File: config.mk
export PLATFORM = sky130hd
export DESIGN_NAME = rle_stream_loader
export DESIGN_NICKNAME = d
export VERILOG_FILES = /design/src/rtl/rle_loader_pkg.sv /design/src/rtl/rle_packet_extractor.sv /design/src/rtl/rle_stream_loader.sv
export SDC_FILE = /design/constraint.sdc
export NUM_CORES = 2
export LEC_CHECK = 0
export ABC_CLOCK_PERIOD_IN_PS = 17980
export BUFFER_PORTS_ARGS = -buffer_cell sky130_fd_sc_hd__buf_2
export CAP_MARGIN = 40
export CORE_AREA = 2 2 251 351
export DETAILED_ROUTE_END_ITERATION = 8
export DIE_AREA = 0 0 253 353
export MAX_ROUTING_LAYER = met4
export PLACE_DENSITY = 0.46
export SETUP_SLACK_MARGIN = 0.3
export SYNTH_ARGS = -nofsm -noshare
export SYNTH_HDL_FRONTEND = slang
export SYNTH_SLANG_ARGS = --single-unit
File: constraint.sdc
create_clock -name CLK -period 17.98 [get_ports CLK]
set_input_delay 0.899 -clock CLK [delete_from_list [all_inputs] [get_ports CLK]]
set_output_delay 0.899 -clock CLK [all_outputs]
set_load 0.1 [all_outputs]
File: src/rtl/rle_loader_pkg.sv
// rle_loader_pkg: shared FSM encoding, header field widths and packet-size limits for rle_stream_loader
package rle_loader_pkg;
    typedef enum logic [2:0] {
        S_IDLE,
        S_HDR,
        S_FETCH,
        S_DECODE,
        S_ROWEND,
        S_CHECK,
        S_DONE
    } state_t;
    localparam int P_W = 6;
    localparam int CNT_W = 16;
    localparam int STRIDE_W = 16;
    localparam int HDR_FIXED = 2;
    localparam int MIN_PACKET_SIZE = 2;
endpackage

File: src/rtl/rle_packet_extractor.sv
// rle_packet_extractor: picks packet j (MSB-first) out of a bus word for packet size p
// Ports: word_i held payload word, p_i packet size, j_i packet index;
//        val_o run value bit, len_o run length, last_o packet j is the last whole packet in the word
module rle_packet_extractor
    import rle_loader_pkg::*;
#(
    parameter int BUS_WIDTH = 32
) (
    input  logic [BUS_WIDTH-1:0] word_i,
    input  logic [P_W-1:0]       p_i,
    input  logic [P_W-1:0]       j_i,
    output logic                 val_o,
    output logic [BUS_WIDTH-2:0] len_o,
    output logic                 last_o
);
    logic [31:0]          pos;
    logic [BUS_WIDTH-1:0] sh;
    always_comb begin
        pos    = 32'(j_i) * 32'(p_i);
        sh     = word_i << pos;
        val_o  = sh[BUS_WIDTH-1];
        len_o  = sh[BUS_WIDTH-2:0] >> (32'(BUS_WIDTH) - 32'(p_i));
        // another whole packet fits only if packet j+1 ends inside the word
        last_o = (pos + 2 * 32'(p_i)) > 32'(BUS_WIDTH);
    end
endmodule

File: src/rtl/rle_stream_loader.sv
// rle_stream_loader: decodes a headered run-length bus stream into DATA_WIDTH-bit RAM writes across regions
// Ports: CLK/RST (sync, active-high); Loading_Enable rise starts a load; CPU_Bus/Bus_Valid/Bus_Ready word handshake;
//        RAM_WE/RAM_Address/RAM_Data registered write port; Done_Loading, Fmt_Err, Checksum_Err sticky status.
// Optional: define RLE_CHECKSUM_EN to XOR payload words and compare against one trailer word.
module rle_stream_loader
    import rle_loader_pkg::*;
#(
    parameter int BUS_WIDTH = 32,
    parameter int ADDRESS_WIDTH = 13,
    parameter int DATA_WIDTH = 64,
    parameter int NUM_REGIONS = 3,
    parameter logic [NUM_REGIONS*ADDRESS_WIDTH-1:0] REGION_BASE = {13'd5007, 13'd2507, 13'd0},
    parameter logic [NUM_REGIONS*STRIDE_W-1:0] REGION_STRIDE = {16'd50, 16'd0, 16'd0}
) (
    input  logic                     CLK,
    input  logic                     RST,
    input  logic                     Loading_Enable,
    input  logic [BUS_WIDTH-1:0]     CPU_Bus,
    input  logic                     Bus_Valid,
    output logic                     Bus_Ready,
    output logic                     RAM_WE,
    output logic [ADDRESS_WIDTH-1:0] RAM_Address,
    output logic [DATA_WIDTH-1:0]    RAM_Data,
    output logic                     Done_Loading,
    output logic                     Fmt_Err,
    output logic                     Checksum_Err
);
    localparam int RW = NUM_REGIONS > 1 ? $clog2(NUM_REGIONS) : 1;
`ifdef RLE_CHECKSUM_EN
    localparam state_t S_TAIL = S_CHECK;
`else
    localparam state_t S_TAIL = S_DONE;
`endif
    state_t                   state_q;
    logic [BUS_WIDTH-1:0]     word_q;
    logic [P_W-1:0]           p_q, j_q;
    logic [CNT_W-1:0]         e_q, col_q, row_q;
    logic [CNT_W-1:0]         rows_q [NUM_REGIONS];
    logic [RW-1:0]            region_q, nreg_d;
    logic [7:0]               hdr_q;
    logic [ADDRESS_WIDTH-1:0] addr_q, row_start_q, nbase_d, rnext_d;
    logic [ADDRESS_WIDTH-1:0] base_a [NUM_REGIONS];
    logic [ADDRESS_WIDTH-1:0] stride_a [NUM_REGIONS];
    logic [DATA_WIDTH-1:0]    elem_q, elem_d, mask_d;
    logic [31:0]              fill_q, run_len_q, cur_len_d, space_d, n_d, rem_d;
    logic                     run_val_q, le_q, cur_val_d, full_d, row_end_d, found_d, p_ok_d;
    logic                     pk_val, pk_last;
    logic [BUS_WIDTH-2:0]     pk_len;
    logic [NUM_REGIONS-1:0]   nz_d;
    int                       sfrom_d;
`ifdef RLE_CHECKSUM_EN
    logic [BUS_WIDTH-1:0]     sum_q;
`else
    assign Checksum_Err = 1'b0;
`endif

    for (genvar g = 0; g < NUM_REGIONS; g++) begin : g_reg
        assign base_a[g]   = REGION_BASE[g*ADDRESS_WIDTH +: ADDRESS_WIDTH];
        assign stride_a[g] = ADDRESS_WIDTH'(REGION_STRIDE[g*STRIDE_W +: STRIDE_W]);
        // the last region's count is still on the bus during the final header cycle
        assign nz_d[g] = (g == NUM_REGIONS - 1 && state_q == S_HDR) ? |CPU_Bus[CNT_W-1:0] : |rows_q[g];
    end

    rle_packet_extractor #(.BUS_WIDTH(BUS_WIDTH)) u_ext (
        .word_i(word_q),
        .p_i   (p_q),
        .j_i   (j_q),
        .val_o (pk_val),
        .len_o (pk_len),
        .last_o(pk_last)
    );

    assign Bus_Ready    = state_q == S_HDR || state_q == S_FETCH || state_q == S_CHECK;
    assign Done_Loading = state_q == S_DONE;

    always_comb begin
        // a held run (from an element-spanning packet) takes priority over the next packet
        cur_len_d = run_len_q != 0 ? run_len_q : 32'(pk_len);
        cur_val_d = run_len_q != 0 ? run_val_q : pk_val;
        space_d   = 32'(DATA_WIDTH) - fill_q;
        full_d    = cur_len_d >= space_d;
        n_d       = full_d ? space_d : cur_len_d;
        rem_d     = cur_len_d - n_d;
        mask_d    = ({DATA_WIDTH{1'b1}} >> fill_q) & ~({DATA_WIDTH{1'b1}} >> (fill_q + n_d));
        elem_d    = elem_q | (cur_val_d ? mask_d : '0);
        row_end_d = full_d && (col_q + CNT_W'(1) == e_q);
        p_ok_d    = 32'(CPU_Bus[P_W-1:0]) >= MIN_PACKET_SIZE && 32'(CPU_Bus[P_W-1:0]) <= BUS_WIDTH;
        sfrom_d   = state_q == S_HDR ? 0 : 32'(region_q) + 1;
        found_d   = 1'b0;
        nreg_d    = '0;
        for (int k = NUM_REGIONS - 1; k >= 0; k--) begin
            if (k >= sfrom_d && nz_d[k]) begin
                found_d = 1'b1;
                nreg_d  = RW'(k);
            end
        end
        nbase_d = base_a[nreg_d];
        rnext_d = stride_a[region_q] == '0 ? addr_q : row_start_q + stride_a[region_q];
    end

    always_ff @(posedge CLK) begin
        if (RST) begin
            state_q     <= S_IDLE;
            le_q        <= 1'b0;
            RAM_WE      <= 1'b0;
            RAM_Address <= '0;
            RAM_Data    <= '0;
            Fmt_Err     <= 1'b0;
            word_q      <= '0;
            p_q         <= '0;
            j_q         <= '0;
            e_q         <= '0;
            col_q       <= '0;
            row_q       <= '0;
            region_q    <= '0;
            hdr_q       <= '0;
            addr_q      <= '0;
            row_start_q <= '0;
            elem_q      <= '0;
            fill_q      <= '0;
            run_len_q   <= '0;
            run_val_q   <= 1'b0;
            for (int k = 0; k < NUM_REGIONS; k++) rows_q[k] <= '0;
`ifdef RLE_CHECKSUM_EN
            sum_q        <= '0;
            Checksum_Err <= 1'b0;
`endif
        end else begin
            le_q   <= Loading_Enable;
            RAM_WE <= 1'b0;
            case (state_q)
                S_IDLE: if (Loading_Enable && !le_q) begin
                    state_q   <= S_HDR;
                    hdr_q     <= '0;
                    Fmt_Err   <= 1'b0;
                    elem_q    <= '0;
                    fill_q    <= '0;
                    run_len_q <= '0;
                    col_q     <= '0;
                    j_q       <= '0;
`ifdef RLE_CHECKSUM_EN
                    sum_q        <= '0;
                    Checksum_Err <= 1'b0;
`endif
                end
                S_HDR: if (Bus_Valid) begin
                    hdr_q <= hdr_q + 8'd1;
                    for (int k = 0; k < NUM_REGIONS; k++)
                        if (32'(hdr_q) == k + HDR_FIXED) rows_q[k] <= CPU_Bus[CNT_W-1:0];
                    if (hdr_q == 8'd0) begin
                        p_q <= CPU_Bus[P_W-1:0];
                        if (!p_ok_d) begin
                            Fmt_Err <= 1'b1;
                            state_q <= S_DONE;
                        end
                    end else if (hdr_q == 8'd1) begin
                        e_q <= CPU_Bus[CNT_W-1:0];
                        if (CPU_Bus[CNT_W-1:0] == '0) begin
                            Fmt_Err <= 1'b1;
                            state_q <= S_DONE;
                        end
                    end else if (hdr_q == 8'(NUM_REGIONS + 1)) begin
                        region_q    <= nreg_d;
                        row_q       <= '0;
                        addr_q      <= nbase_d;
                        row_start_q <= nbase_d;
                        state_q     <= found_d ? S_FETCH : S_TAIL;
                    end
                end
                S_FETCH: if (Bus_Valid) begin
                    word_q  <= CPU_Bus;
                    j_q     <= '0;
                    state_q <= S_DECODE;
`ifdef RLE_CHECKSUM_EN
                    sum_q <= sum_q ^ CPU_Bus;
`endif
                end
                S_DECODE: begin
                    run_val_q <= cur_val_d;
                    run_len_q <= row_end_d ? 32'd0 : rem_d;
                    if (full_d) begin
                        RAM_WE      <= 1'b1;
                        RAM_Address <= addr_q;
                        RAM_Data    <= elem_d;
                        addr_q      <= addr_q + ADDRESS_WIDTH'(1);
                        elem_q      <= '0;
                        fill_q      <= '0;
                        col_q       <= col_q + CNT_W'(1);
                    end else begin
                        elem_q <= elem_d;
                        fill_q <= fill_q + n_d;
                    end
                    // leftover run bits at row end are discarded along with the rest of the word
                    if (row_end_d) begin
                        if (rem_d != 0) Fmt_Err <= 1'b1;
                        col_q   <= '0;
                        state_q <= S_ROWEND;
                    end else if (rem_d == 0) begin
                        j_q     <= pk_last ? '0 : j_q + P_W'(1);
                        state_q <= pk_last ? S_FETCH : S_DECODE;
                    end
                end
                S_ROWEND: begin
                    j_q <= '0;
                    if (row_q + CNT_W'(1) < rows_q[region_q]) begin
                        row_q       <= row_q + CNT_W'(1);
                        addr_q      <= rnext_d;
                        row_start_q <= rnext_d;
                    end else if (found_d) begin
                        region_q    <= nreg_d;
                        row_q       <= '0;
                        addr_q      <= nbase_d;
                        row_start_q <= nbase_d;
                    end
                    state_q <= (row_q + CNT_W'(1) < rows_q[region_q] || found_d) ? S_FETCH : S_TAIL;
                end
`ifdef RLE_CHECKSUM_EN
                S_CHECK: if (Bus_Valid) begin
                    Checksum_Err <= CPU_Bus != sum_q;
                    state_q      <= S_DONE;
                end
`endif
                S_DONE: if (!Loading_Enable) state_q <= S_IDLE;
                default: state_q <= S_IDLE;
            endcase
        end
    end
endmodule
==> impl_metrics.tcl <==
set metrics [dict create \
    vias 29100 \
    dp.cells 4876 \
    synth_flop_cell "dfxtp_1" \
    synthArstFlopShare_pct 0 \
    hp-class "reg2reg" \
    first_global_vias 28500 \
    avgSynthCellArea_um2 7.80 \
    final_common_cell "nor2_1" \
    multi_input_area_um2 20300 \
    firstDrtPassIters 6 \
    finalHoldViolCount 0 \
    die_area_um2 89300 \
    clk_latency_ns 0.62 \
    yosysWarnings 0 \
    top_usage_layer "met2" \
    drc 0 \
    core_um2 86500 \
    whs_ns 0.442 \
    num_rows 128 \
    synth_mux_area_share_pct 8.34 \
    die_w_um 253 \
    syn_to_final_growth_pct 11.2 \
    critical_path.most_common_cell "buf_4" \
    startpoint "p_q[0]$_SDFFE_PP0P_" \
    cts_sinks 390 \
    postCtsSetupBuffers 0 \
    rsz0062_at_grt "false" \
    fin_cells 4961 \
    cp-endpoint "j_q[2]$_SDFFE_PP0P_" \
    grt_max_degree 161 \
    fmaxAchievable_mhz 77.9 \
    synthCells 3835 \
    layout_common_cells "nor2_1, nand2_1, dfxtp_1" \
    antenna_found_initial 0 \
    final_util_pct 38.5 \
    start_kind "register" \
    grt_pass1_wl_um 171000 \
    cp_max_fo 51 \
    wl_um 112000 \
    worstRegToRegCells 38 \
    synthAdderAreaFrac_pct 7.61 \
    crit_family "compound AO/OA/AOI/OAI gates" \
    nets 4025 \
    cp.required_ns 18.49 \
    finalCritPeriodShare_pct 71.4 \
    postCtsHoldBufs 0 \
    setup_viol 0 \
    ys_seq_area_share_pct 27.7 \
    gr-usage-met1_pct 29.6 \
    numCtsBuffers 46 \
    crit_buf_inv 6 \
    min_period_ns 12.83 \
    port_buffers 116 \
    synth_top_cell_area_share_pct 22.9 \
    final.fill_count 9170 \
    avgRoutedWirePerCell_um 22.5 \
    drv_cap 0 \
    io_pins 118 \
    arrival_ns 13.34 \
    viasPerCell 5.86 \
    cts_buffer_depth 3 \
    final_antenna_net_count 0 \
    cts-htree-levels 2 \
    cts-resized-gates 0 \
    synth.largest_area_cell "dfxtp_1" \
    synthTopCellsByArea "dfxtp_1, ha_1, nor2_1" \
    grt_usage_pct 25.2 \
    r2r-start "p_q[0]$_SDFFE_PP0P_" \
    tritoncts "done" \
    timing_worst_setup_path_type "reg2reg" \
    post_route_cells_drive_above_1_share_pct 10.9 \
    r2r_end "j_q[2]$_SDFFE_PP0P_" \
    gp_congestion 0.929 \
    initial_core_util_pct 34.6 \
    use_met2_pct 42.7 \
    root_buffer "clkbuf_16" \
    regToRegSetupSlack_ns 5.15 \
    endpoint_kind "register" \
    synth.ff_latch_count 390 \
    status "completed" \
    synth_xor_area_share_pct 4.33 \
    skew_ns 0.0420 \
    drtIter0Drc 2037 \
    synth-compound-area-share_pct 24.8 \
    synth-simple-area-share_pct 22.5 \
    synth_edf_count 48 \
    regArea_um2 8290 \
    crit_cells 38 \
    die_h_um 353 \
    tns_ns 0 \
    finalMaxSlewViolations 0 \
    diodes 0 \
    slew_headroom_pct 37.3 \
    max_slew.worst_pin.slew_ns 0.938 \
    synth_top_family_by_area "compound AO/OA/AOI/OAI gates" \
    slowest_stage "a2111oi_0" \
    use_met3_pct 3.19 \
    syn_area_um2 29900 \
    synthesis.nets 4041 \
    clk_pin_slew_ns 0.06 \
    grt-ovfl-total 0 \
    synth_cell_type_count 98 \
    dp_hpwl_um 83200 \
    cp_slowest_stage_delay_ns 0.73 \
]
## flip-flops by register name, indices dropped and copies added, names as in the netlist, 2 cells and up, named ones only
register     cells
addr_q          13
hdr_q            8
run_len_q       32
word_q          32
e_q             16
RAM_Address     13
elem_q          64
state_q          3
rows_q          48
fill_q          32
RAM_Data        64
col_q           16
j_q              6
row_start_q     13
region_q         2
row_q           16
p_q              6
## logic make-up after synthesis
logic type | after synthesis
AOI/OAI and AO/OA | 1111
xor gates and xnor gates | 148
adders and majority gates | 170
buffers and inverters | 359
DFF | 390
muxes | 199
other | 1
and+or+nand+nor | 1457
## worst min-delay path by stage
stage,startpoint,endpoint,cells after the start
after floorplan,elem_q[39]$_SDFFE_PP0P_,elem_q[39]$_SDFFE_PP0P_,2
after global placement,elem_q[39]$_SDFFE_PP0P_,elem_q[39]$_SDFFE_PP0P_,2
after detailed placement,elem_q[39]$_SDFFE_PP0P_,elem_q[39]$_SDFFE_PP0P_,2
after CTS,elem_q[39]$_SDFFE_PP0P_,elem_q[39]$_SDFFE_PP0P_,2
after global routing,elem_q[39]$_SDFFE_PP0P_,elem_q[39]$_SDFFE_PP0P_,2
final,elem_q[39]$_SDFFE_PP0P_,elem_q[39]$_SDFFE_PP0P_,2
## per-stage QoR
stage / setup WS, ns / cell area [µm²]
6_report: 5.15 / 33300
5_1_grt: 4.26 / 33300
4_1_cts: 5.20 / 33300
3_5_place_dp: 5.24 / 31600
3_3_place_gp: 4.72 / 31400
2_1_floorplan: 7.46 / 29900
## synthesized netlist by cell type (17+ instances only)
library cell and n:
nor4_1 50, nand2_1 436, nor2_1 454, ha_1 150
o21ai_0 192, or3_1 34, and3_1 38, a211oi_1 77
xor2_1 59, xnor2_1 89, clkbuf_1 208, inv_1 107
a22oi_1 60, fa_1 20, nand3_1 98, nor2b_1 24
a2111oi_0 17, edfxtp_1 48, a21o_1 60, or4_1 20
buf_1 17, mux2_2 52, a31oi_1 32, dfxtp_1 342
a311oi_1 21, mux4_2 35, nand4_1 33, o211ai_1 43
nor3_1 111, and2_1 70, nand2b_1 33, o21a_1 30
a21oi_1 324, mux2i_1 112
## cell type report
class	count	share of cell area (%)
inverters	110	1.24
well taps	1105	4.16
flip-flops and latches	390	24.9
multi-input cells	3086	61.1
clock inverters	26	1.12
clock buffers	59	3.85
repair buffers	185	3.60
## worst min-delay path, stage by stage, from the launching register on
cell and delay, ns:
dfxtp_1 0.31, nand2_1 0.05, nand2_1 0.04
## per-layer routing
| layer | up-vias | part of all wire [%] |
|---|---|---|
| met2 | 767 | 49 |
| li1 | 14100 | - |
| met5 | - | 0 |
| met1 | 14000 | 41 |
| met4 | 0 | 5.0 |
| met3 | 219 | 4.6 |
Power is left out: the tool's default activity adds up to more than one toggle a clock period on the data nets, which glitch-free logic cannot reach.
